$ cat src/rtl/ratioer.sv
// ratioer: measures drive and recovery phase lengths in clock cycles and
// computes the fixed-point ratio recovery/drive with a sequential restoring
// divider.
// Build option: define RATIOER_SAT_EN to make the phase counters saturate
// at their maximum value instead of wrapping.
// CNT_W + FRAC_W must equal 32.
module ratioer #(
  parameter int unsigned CNT_W  = 24,
  parameter int unsigned FRAC_W = 8
) (
  input  logic             count_clock,
  input  logic             reset,
  input  logic             start_drive,
  input  logic             start_recovery,
  output logic [31:0]      ratio,
  output logic             on_drive,
  output logic [CNT_W-1:0] drive_count,
  output logic [CNT_W-1:0] recovery_count,
  output logic             busy
);

  localparam int unsigned RATIO_W   = 32;
  localparam int unsigned ITER_W    = 5;
  localparam int unsigned LAST_ITER = RATIO_W - 1;

  typedef enum logic [1:0] {
    IDLE,
    DRIVE,
    RECOVERY
  } state_t;

  state_t state;

  // Divider working registers
  logic [RATIO_W-1:0] div_q;
  logic [CNT_W-1:0]   div_rem;
  logic [CNT_W-1:0]   div_d;
  logic [ITER_W-1:0]  div_cnt;

  // Next-iteration values of the divider
  logic [CNT_W:0]     trial;
  logic               fits;
  logic [CNT_W-1:0]   rem_next;
  logic [RATIO_W-1:0] q_next;

  logic snapshot;

  // Phase counter increment: saturating or wrapping depending on build
  function automatic logic [CNT_W-1:0] bump(input logic [CNT_W-1:0] v);
`ifdef RATIOER_SAT_EN
    return (v == {CNT_W{1'b1}}) ? v : v + CNT_W'(1);
`else
    return v + CNT_W'(1);
`endif
  endfunction

  // A drive start that ends a recovery phase closes one measurement
  assign snapshot = start_drive && (state == RECOVERY);

  // Phase state machine and phase counters
  always_ff @(posedge count_clock) begin
    if (reset) begin
      state          <= IDLE;
      on_drive       <= 1'b0;
      drive_count    <= '0;
      recovery_count <= '0;
    end else if (start_drive) begin
      state       <= DRIVE;
      on_drive    <= 1'b1;
      drive_count <= CNT_W'(1);
      if (state == RECOVERY) begin
        recovery_count <= CNT_W'(1);
      end
    end else begin
      case (state)
        DRIVE: begin
          if (start_recovery) begin
            state          <= RECOVERY;
            on_drive       <= 1'b0;
            recovery_count <= CNT_W'(1);
          end else begin
            drive_count <= bump(drive_count);
          end
        end
        RECOVERY: begin
          recovery_count <= bump(recovery_count);
        end
        default: begin
          state <= IDLE;
        end
      endcase
    end
  end

  // One restoring-division step: shift in next dividend bit, subtract if it fits
  always_comb begin
    trial    = {div_rem, div_q[RATIO_W-1]};
    fits     = (trial >= {1'b0, div_d});
    rem_next = fits ? CNT_W'(trial - {1'b0, div_d}) : CNT_W'(trial);
    q_next   = {div_q[RATIO_W-2:0], fits};
  end

  // Divider sequencing: snapshot restarts, 32 iterations, then publish ratio
  always_ff @(posedge count_clock) begin
    if (reset) begin
      busy    <= 1'b0;
      ratio   <= '0;
      div_q   <= '0;
      div_rem <= '0;
      div_d   <= '0;
      div_cnt <= '0;
    end else if (snapshot) begin
      busy    <= 1'b1;
      div_q   <= RATIO_W'({recovery_count, {FRAC_W{1'b0}}});
      div_rem <= '0;
      div_d   <= drive_count;
      div_cnt <= '0;
    end else if (busy) begin
      div_q   <= q_next;
      div_rem <= rem_next;
      div_cnt <= div_cnt + ITER_W'(1);
      if (div_cnt == ITER_W'(LAST_ITER)) begin
        busy  <= 1'b0;
        ratio <= (div_d == '0) ? {RATIO_W{1'b1}} : q_next;
      end
    end
  end

endmodule

$ cat config.mk
export PLATFORM = sky130hd
export DESIGN_NAME = ratioer
export DESIGN_NICKNAME = d
export VERILOG_FILES = /design/src/rtl/ratioer.sv
export SDC_FILE = /design/constraint.sdc
export NUM_CORES = 1
export LEC_CHECK = 0
export ABC_AREA = 1
export CAP_MARGIN = 20
export CORE_ASPECT_RATIO = 1.1
export CORE_MARGIN = 2
export CORE_UTILIZATION = 50
export DETAILED_ROUTE_END_ITERATION = 7
export PLACE_DENSITY = 0.7
export SLEW_MARGIN = 10
export SYNTH_ARGS = -nofsm -noshare
export SYNTH_HDL_FRONTEND = slang
export SYNTH_SLANG_ARGS = --single-unit
$ cat constraint.sdc
create_clock -name count_clock -period 2.7 [get_ports count_clock]
set_clock_uncertainty 0.1 [all_clocks]
set_input_delay 0.27 -clock count_clock [delete_from_list [all_inputs] [get_ports count_clock]]
set_output_delay 0.27 -clock count_clock [all_outputs]
set_load 0.01 [all_outputs]
# Word level (Yosys, flattened, before mapping)
# Cells that the tools add are included.
# word_totals
register_bits,169
output_inout_bits,82
# classes
order_cmp,1
mux,20
n_bitwise,3
n_eq_ne,8
addsub,4
reduce_logical,15
# op_table
operator,count
$mux W24,4
$mux W32,3
$add A24 B1 Y24 const B,2
$pmux W24 S2,1
$ge A25 B24 Y1,1
$logic_not A24 Y1,1
$sub A24 B24 Y24,1
$mux W1,10
$reduce_and A2 Y1,5
$reduce_bool A2 Y1,4
$ne A2 B2 Y1 const B,3
$reduce_and A3 Y1,2
$add A5 B1 Y5 const B,1
$eq A5 B5 Y1 const B,1
$pmux W2 S2,1
$reduce_or A2 Y1,2
$ne A3 B3 Y1 const B,1
$not A1 Y1,3
$eq A2 B1 Y1 const B,1
$eq A2 B2 Y1 const B,1
$mux W2,1
$ne A2 B1 Y1 const B,1
$logic_and A1 B1 Y1,1

# Logic depth before layout (Yosys ltp)
# Gate-level depths: netlist of the first run.
# depth
ltp_word,4
mapped_depth,15
depth_no_buf,15

# Worst setup path after synthesis of the first run
# Ideal clock, no wire load.
# synth_path
path_type,flip-flop to flip-flop
start,reg div_d[12]
end,reg div_rem[0]
n_path_buf,1
slack_ns,0.692
arrival_ns,1.776
path_stages_with_launch,14
cell_sequence,dfxtp_1 inv_1 ha_1 nand2_1 inv_1 nand2_1 nand2_1 nand2_1 nand2_1 a21oi_4 clkbuf_1 nand4_1 nand3_1 a21oi_1
# synth_via
elab_chain_len,2
# synth_lines
item,line,text
"start, declared",37,logic [CNT_W-1:0] div_d;
"start signal, assigned",116,div_d <= drive_count;
$ge A25 B24 Y1,98,"fits = (trial >= {1'b0, div_d});"
$mux W24,99,"rem_next = fits ? CNT_W'(trial - {1'b0, div_d}) : CNT_W'(trial);"
"end signal, assigned",120,div_rem <= rem_next;
"end, declared",36,logic [CNT_W-1:0] div_rem;
# Every way passes these cells.
# A chain may end at the register's enable or synchronous reset.

# Worst setup path after layout of the first run
# layout_path
start,reg div_d[10]
end,reg div_rem[2]
# Same word-level chain as after synthesis.

==> results.ini, run 1 <==
[status]
status=completed

[clock_network]
clk_latency_ns=0.44
cts-resized-gates=0
cts.path.max_buffers=2
cts_tree=built
clock_sinks=169
postCtsSetupBuffers=0
clk_pin_slew_worst_paths_ns=0.07
tritoncts.num_buffers=17
htree_levels=4
clockRootBuffer=clkbuf_16
cts_hold_buf=0

[global_routing]
grt_overflow_total=0
grt_first_pass_wirelength_um=40800
grt_max_degree=69
grtUsageTotal_pct=25.6
grt_pass1_vias=8322
antenna_found_initial=0

[final_layout]
multi_input_area_mm2=0.00448
design_area_mm2=0.0108
fin_cells=1696
fin_nets=1481
ff_latch_area_mm2=0.00338
area_growth_pct=19.2
layout-drive-gt1-share_pct=5.56
fillers=1742
post-route-util_pct=61.0
n_antenna_cell=0

[critical_path]
worstSetupEndpoint=div_rem[2]
r2r_start=div_d[10]
path_class=reg2reg
crit_arrival_ns=2.58
end_kind=register
worstPathRequired_ns=2.93
critPathLaunch=div_d[10]
cp_max_fo=37
r2r_cells=14
r2r_slack_ns=0.35
timing.rr.end=div_rem[2]
startpoint_type=register

[floorplan]
die_x_um=132
rows=51
die_h_um=145
start_util_pct=51.2
die_area_mm2=0.0192
coreArea_mm2=0.0177
num_io_pins=86

[route]
detail-route-antenna-nets=0
first_pass_iters=5
vias=8892
drc_errors=0
drtIter0Drc=661
drt-wirelength-per-cell_um=14.3
wirelength_um=24200
avgViaCountPerCell=5.24

[placed_design]
dpl_worst_slack_ns=0.239
dp.cells=1665
gp_congestion=0.917
place_area_mm2=0.0102
dp_hpwl_um=17200
portBuffers=85

[timing]
setup_viol=0
min_period_ns=2.35
max_freq_mhz=425
slew_headroom_pct=66.4
drv_slew=0
grt_setup_unrepaired=no
post-route-period-util_pct=87.1
finalHoldViolations=0
final.setup.tns_ns=0
holdWs_ns=0.380
tightest_slew_ns=0.504
setup_slack_ns=0.348

[power_and_ir_drop]
vdd_ir_drop_max_mv=0.471
p_leak_nw=4.77
pwr_density_cell_mw_per_mm2=539
power_mw=5.83

[synthesis]
yosysSeqAreaShare_pct=37.3
async_reset_ff_share_pct=0
ys_types=46
syn_area_per_cell_um2=6.63
synth_seq_cells=169
yosysWarnings=0
syn_nets=1404
syn_area_mm2=0.00908
synth_edf_count=0
synth_ff_type=dfxtp_1
synthesis.instances=1369

[job]
max_cap_violations=0

[worst_hold_path]
hp-class=reg2reg

## cells in the final DEF (no fill, tap or decap), drive strengths merged, types with 2 or more instances in the layout
| cell type | count |
|---|---|
| a211oi | 3 |
| o21bai | 3 |
| o21ai | 119 |
| nand3b | 3 |
| clkdlybuf4s50 | 85 |
| xor2 | 16 |
| nand3 | 70 |
| a21oi | 132 |
| clkbuf | 19 |
| clkinv | 4 |
| o22ai | 21 |
| o21a | 2 |
| xnor2 | 2 |
| dfxtp | 169 |
| o211ai | 2 |
| nand2 | 281 |
| inv | 271 |
| clkinvlp | 2 |
| buf | 20 |
| bufinv | 3 |
| ha | 30 |
| nand4 | 33 |
| nor3 | 23 |
| nor3b | 2 |
| a22oi | 2 |
| nor4 | 7 |
| nor2 | 126 |
## how the worst min path moves through the flow
stage                         from       end  slack, ns  cells past startpoint
after floorplan           div_q[0]  div_q[1]       0.34                      2
final                     div_q[0]  div_q[1]       0.38                      2
after global placement    div_q[0]  div_q[1]       0.34                      2
after CTS                 div_q[0]  div_q[1]       0.38                      2
after global routing      div_q[5]  div_q[6]       0.41                      2
after detailed placement  div_q[0]  div_q[1]       0.35                      2
## logic make-up (layout without fill, tap and decap cells)
family | Yosys count | after routing | synth area share [%]
adders and majority gates | 31 | 31 | 4.36
DFF | 169 | 169 | 37.3
xor gates and xnor gates | 18 | 18 | 1.74
AOI/OAI and AO/OA | 289 | 289 | 17.0
buffers and inverters | 315 | 404 | 13.3
and+or+nand+nor | 547 | 547 | 26.3
## cell usage after synthesis, types with 16 or more instances
| library cell | number | area share [%] |
|---|---|---|
| o22ai_1 | 21 | 1.4 |
| o21ai_0 | 117 | 6.5 |
| nand3_1 | 68 | 3.7 |
| clkbuf_1 | 31 | 1.3 |
| nor3_1 | 18 | 0.99 |
| inv_1 | 260 | 11 |
| nand2_1 | 275 | 11 |
| a21oi_1 | 130 | 7.2 |
| dfxtp_1 | 169 | 37 |
| nor2_1 | 119 | 4.9 |
| nand4_1 | 32 | 2.2 |
| ha_1 | 30 | 4.1 |
| xor2_1 | 16 | 1.5 |
## metal layers
layer  up-vias  routed length [um]  GRT usage (%)
li1       4534                   -              -
met1      4048               11600           36.3
met2       269               11000           40.5
met3        41                1170           3.53
met4         0                 490           8.06
met5         -                   0              0
## state kept, by name, summed over array words and instances, names as in the netlist
name,count
div_d,24
on_drive,1
state,2
ratio,32
recovery_count,24
div_rem,24
busy,1
div_cnt,5
drive_count,24
div_q,32
## where the power goes
group	switching [mW]	leakage, nW	internal, mW
combinational	0.495	3.12	0.250
sequential	0.0108	1.36	2.51
clock	1.08	0.294	1.49
total	1.58	4.77	4.25
## worst max-delay path: stages (launching register included)
cell and delay [ns]:
dfxtp_1 0.31, inv_1 0.07, ha_1 0.37, nand2_1 0.13, nor2_1 0.24, nand2_1 0.13, nor3_2 0.17, nand2_2 0.10
nand3_4 0.10, buf_12 0.21, nand2_1 0.07, o21ai_0 0.07, nand2_1 0.07, nand2_1 0.06, inv_1 0.04
## layout make-up
| type | instances | share of cell area [%] |
|---|---|---|
| clock buffers | 19 | 4.10 |
| repair buffers | 105 | 9.60 |
| flip-flops and latches | 169 | 31.3 |
| well taps | 238 | 2.75 |
| inverters | 268 | 9.30 |
| multi-input cells | 885 | 41.5 |
| clock inverters | 12 | 1.52 |
No activity file was read; power rests on OpenSTA's default activity.
==> inputs of run 2 (changes only) <==
--- a/config.mk
+++ b/config.mk
@@ -8,9 +8,9 @@
 export ABC_AREA = 1
 export CAP_MARGIN = 20
 export CORE_ASPECT_RATIO = 1.1
-export CORE_MARGIN = 2
 export CORE_UTILIZATION = 50
 export DETAILED_ROUTE_END_ITERATION = 7
+export HOLD_SLACK_MARGIN = 0.1
 export PLACE_DENSITY = 0.7
 export SLEW_MARGIN = 10
 export SYNTH_ARGS = -nofsm -noshare
==> results.ini, run 2 (synthesis results as in run 1) <==
[floorplan]
die_area_mm2=0.0187  ; -2.9%
num_io_pins=86  ; unchanged
die_h_um=143  ; -1.4%
rows=51  ; unchanged
die_x_um=130  ; -1.5%
start_util_pct=51.2  ; unchanged
coreArea_mm2=0.0177  ; unchanged

[critical_path]
critPathMaxStageDelay_ns=0.35  ; -0.02 ns
cp_max_fo=15  ; -59%
r2r_slack_ns=0.38  ; +0.03 ns
r2r_start=div_d[12]
startpoint_type=register
path_class=reg2reg
worstSetupEndpoint=div_rem[6]
crit_top_cell=nand2_1
critPathLaunch=div_d[12]
crit_arrival_ns=2.56  ; -0.02 ns
r2r_cells=15  ; +1
timing.rr.end=div_rem[6]
slowest_stage=ha_1
worstPathRequired_ns=2.94  ; about the same
crit_chain=inv_1 -> ha_1 -> nand2_1 -> inv_1 -> nand2_1 -> nand2_1 -> nand2_1 -> nand2_1 -> a21oi_4 -> nand3_4 -> buf_4 -> a21oi_1 -> o21ai_0 -> nand2_1 -> inv_1
end_kind=register

[clock_network]
cts.path.max_buffers=2  ; unchanged
postCtsSetupBuffers=0  ; unchanged
htree_levels=4  ; unchanged
tritoncts.num_buffers=17  ; unchanged
cts_tree=built
clk_pin_slew_worst_paths_ns=0.07  ; about the same
clockRootBuffer=clkbuf_16
cts-resized-gates=0  ; unchanged
clock_sinks=169  ; unchanged
clk_latency_ns=0.44  ; about the same
cts_hold_buf=0  ; unchanged

[worst_hold_path]
hp-class=reg2reg

[timing]
setup_viol=0  ; unchanged
min_period_ns=2.32  ; -0.0292 ns
final.setup.tns_ns=0  ; unchanged
slew_headroom_pct=57.9  ; -8.5 points
finalHoldViolations=0  ; unchanged
grt_setup_unrepaired=no
post-route-period-util_pct=86.0  ; -1.1 points
tightest_slew_ns=0.632  ; +0.128 ns
drv_slew=0  ; unchanged
setup_slack_ns=0.377  ; +0.0292 ns
max_freq_mhz=430  ; +1.3%

[route]
drc_errors=0  ; unchanged
detail-route-antenna-nets=0  ; unchanged
first_pass_iters=6  ; +1
drtIter0Drc=587  ; -11%
vias=8824  ; -0.76%
drt-wirelength-per-cell_um=14.0  ; -2.1%
wirelength_um=23800  ; -1.9%
avgViaCountPerCell=5.19  ; -0.94%

[placed_design]
dpl_worst_slack_ns=0.273  ; +0.0335 ns
dp_hpwl_um=17300  ; +0.48%
portBuffers=85  ; unchanged
gp_congestion=0.925  ; +0.87%

[global_routing]
antenna_found_initial=0  ; unchanged
grt_overflow_total=0  ; unchanged
grt_max_degree=69  ; unchanged
grtUsageTotal_pct=26.7  ; +1.0 points
grt_pass1_vias=8104  ; -2.6%
grt_first_pass_wirelength_um=39400  ; -3.4%

[final_layout]
fillers=1734  ; -0.46%
area_growth_pct=18.9
final_cell_mix=nand2_1 (275), inv_1 (259), dfxtp_1 (169)
reg_top3=div_q x32, ratio x32
layout-drive-gt1-share_pct=5.82  ; +0.26 points
fin_nets=1483  ; +0.14%
final_common_cell=nand2_1
n_antenna_cell=0  ; unchanged

[status]
status=completed

[job]
max_cap_violations=0  ; unchanged

[power_and_ir_drop]
vdd_ir_drop_max_mv=0.514  ; +9.0%
p_leak_nw=4.76  ; -0.34%
pwr_density_cell_mw_per_mm2=526  ; -2.5%

==> run 2: changes by cell type in the layout (fill, tap and decap cells not counted), sizes merged <==
cell	previous run	this run
inv	271	274
buf	20	22
bufinv	3	0
clkinvlp	2	3
clkbuf	19	17
clkinv	4	6
==> run 2: metal layers <==
layer | track usage [%] | wire, um | up-vias
met5 | 0 | 0 | -
met3 | 4.13 | 1230 | 35
met4 | 7.86 | 420 | 0
met2 | 41.8 | 10600 | 224
met1 | 37.6 | 11500 | 4010
li1 | - | - | 4555
==> run 2: layout make-up <==
type / instances / area, um^2 / share of cell area (%)
inverters: 268 / 1010 / 9.32
well taps: 238 / 298 / 2.76
clock buffers: 17 / 425 / 3.94
flip-flops and latches: 169 / 3380 / 31.4
repair buffers: 107 / 1040 / 9.65
clock inverters: 15 / 154 / 1.43
multi-input cells: 885 / 4480 / 41.5
==> run 2: stage by stage <==
step                instances  instance area, um^2  hold WS [ns]  power [mW]  util, %
finish                   1699                10800         0.372        5.67     60.8
global route             1699                10800         0.396        5.90     60.8
CTS                      1699                10800         0.374        5.69     60.8
detailed placement       1667                10200         0.361        3.31     57.6
global placement         1667                10200         0.352        3.31     57.6
floorplan                1369                 9080         0.336        3.11        -
==> run 2: critical path, delay by kind of cell, from the launching register on <==
| kind | cells | cell delay (ns) |
|---|---|---|
| AOI/OAI and AO/OA | 3 | 0.41 |
| adders and majority gates | 1 | 0.35 |
| buffers and inverters | 4 | 0.37 |
| DFF | 1 | 0.31 |
| and+or+nand+nor | 7 | 0.66 |
==> run 2: worst min path at each step <==
stage | slack (ns) | to | startpoint | cells past startpoint
floorplan | 0.34 | div_q[1] | div_q[0] | 2
global placement | 0.35 | div_q[7] | div_q[7] | 2
detailed placement | 0.36 | div_cnt[4] | div_cnt[4] | 2
CTS | 0.37 | div_cnt[4] | div_cnt[4] | 2
global route | 0.40 | div_cnt[4] | div_cnt[4] | 2
finish | 0.37 | div_cnt[4] | div_cnt[4] | 2
==> run 2: where the power goes <==
group,total (mW),switching [mW],internal [mW]
registers,2.52,0.0111,2.50
logic,0.752,0.496,0.256
clock network,2.40,1.17,1.23
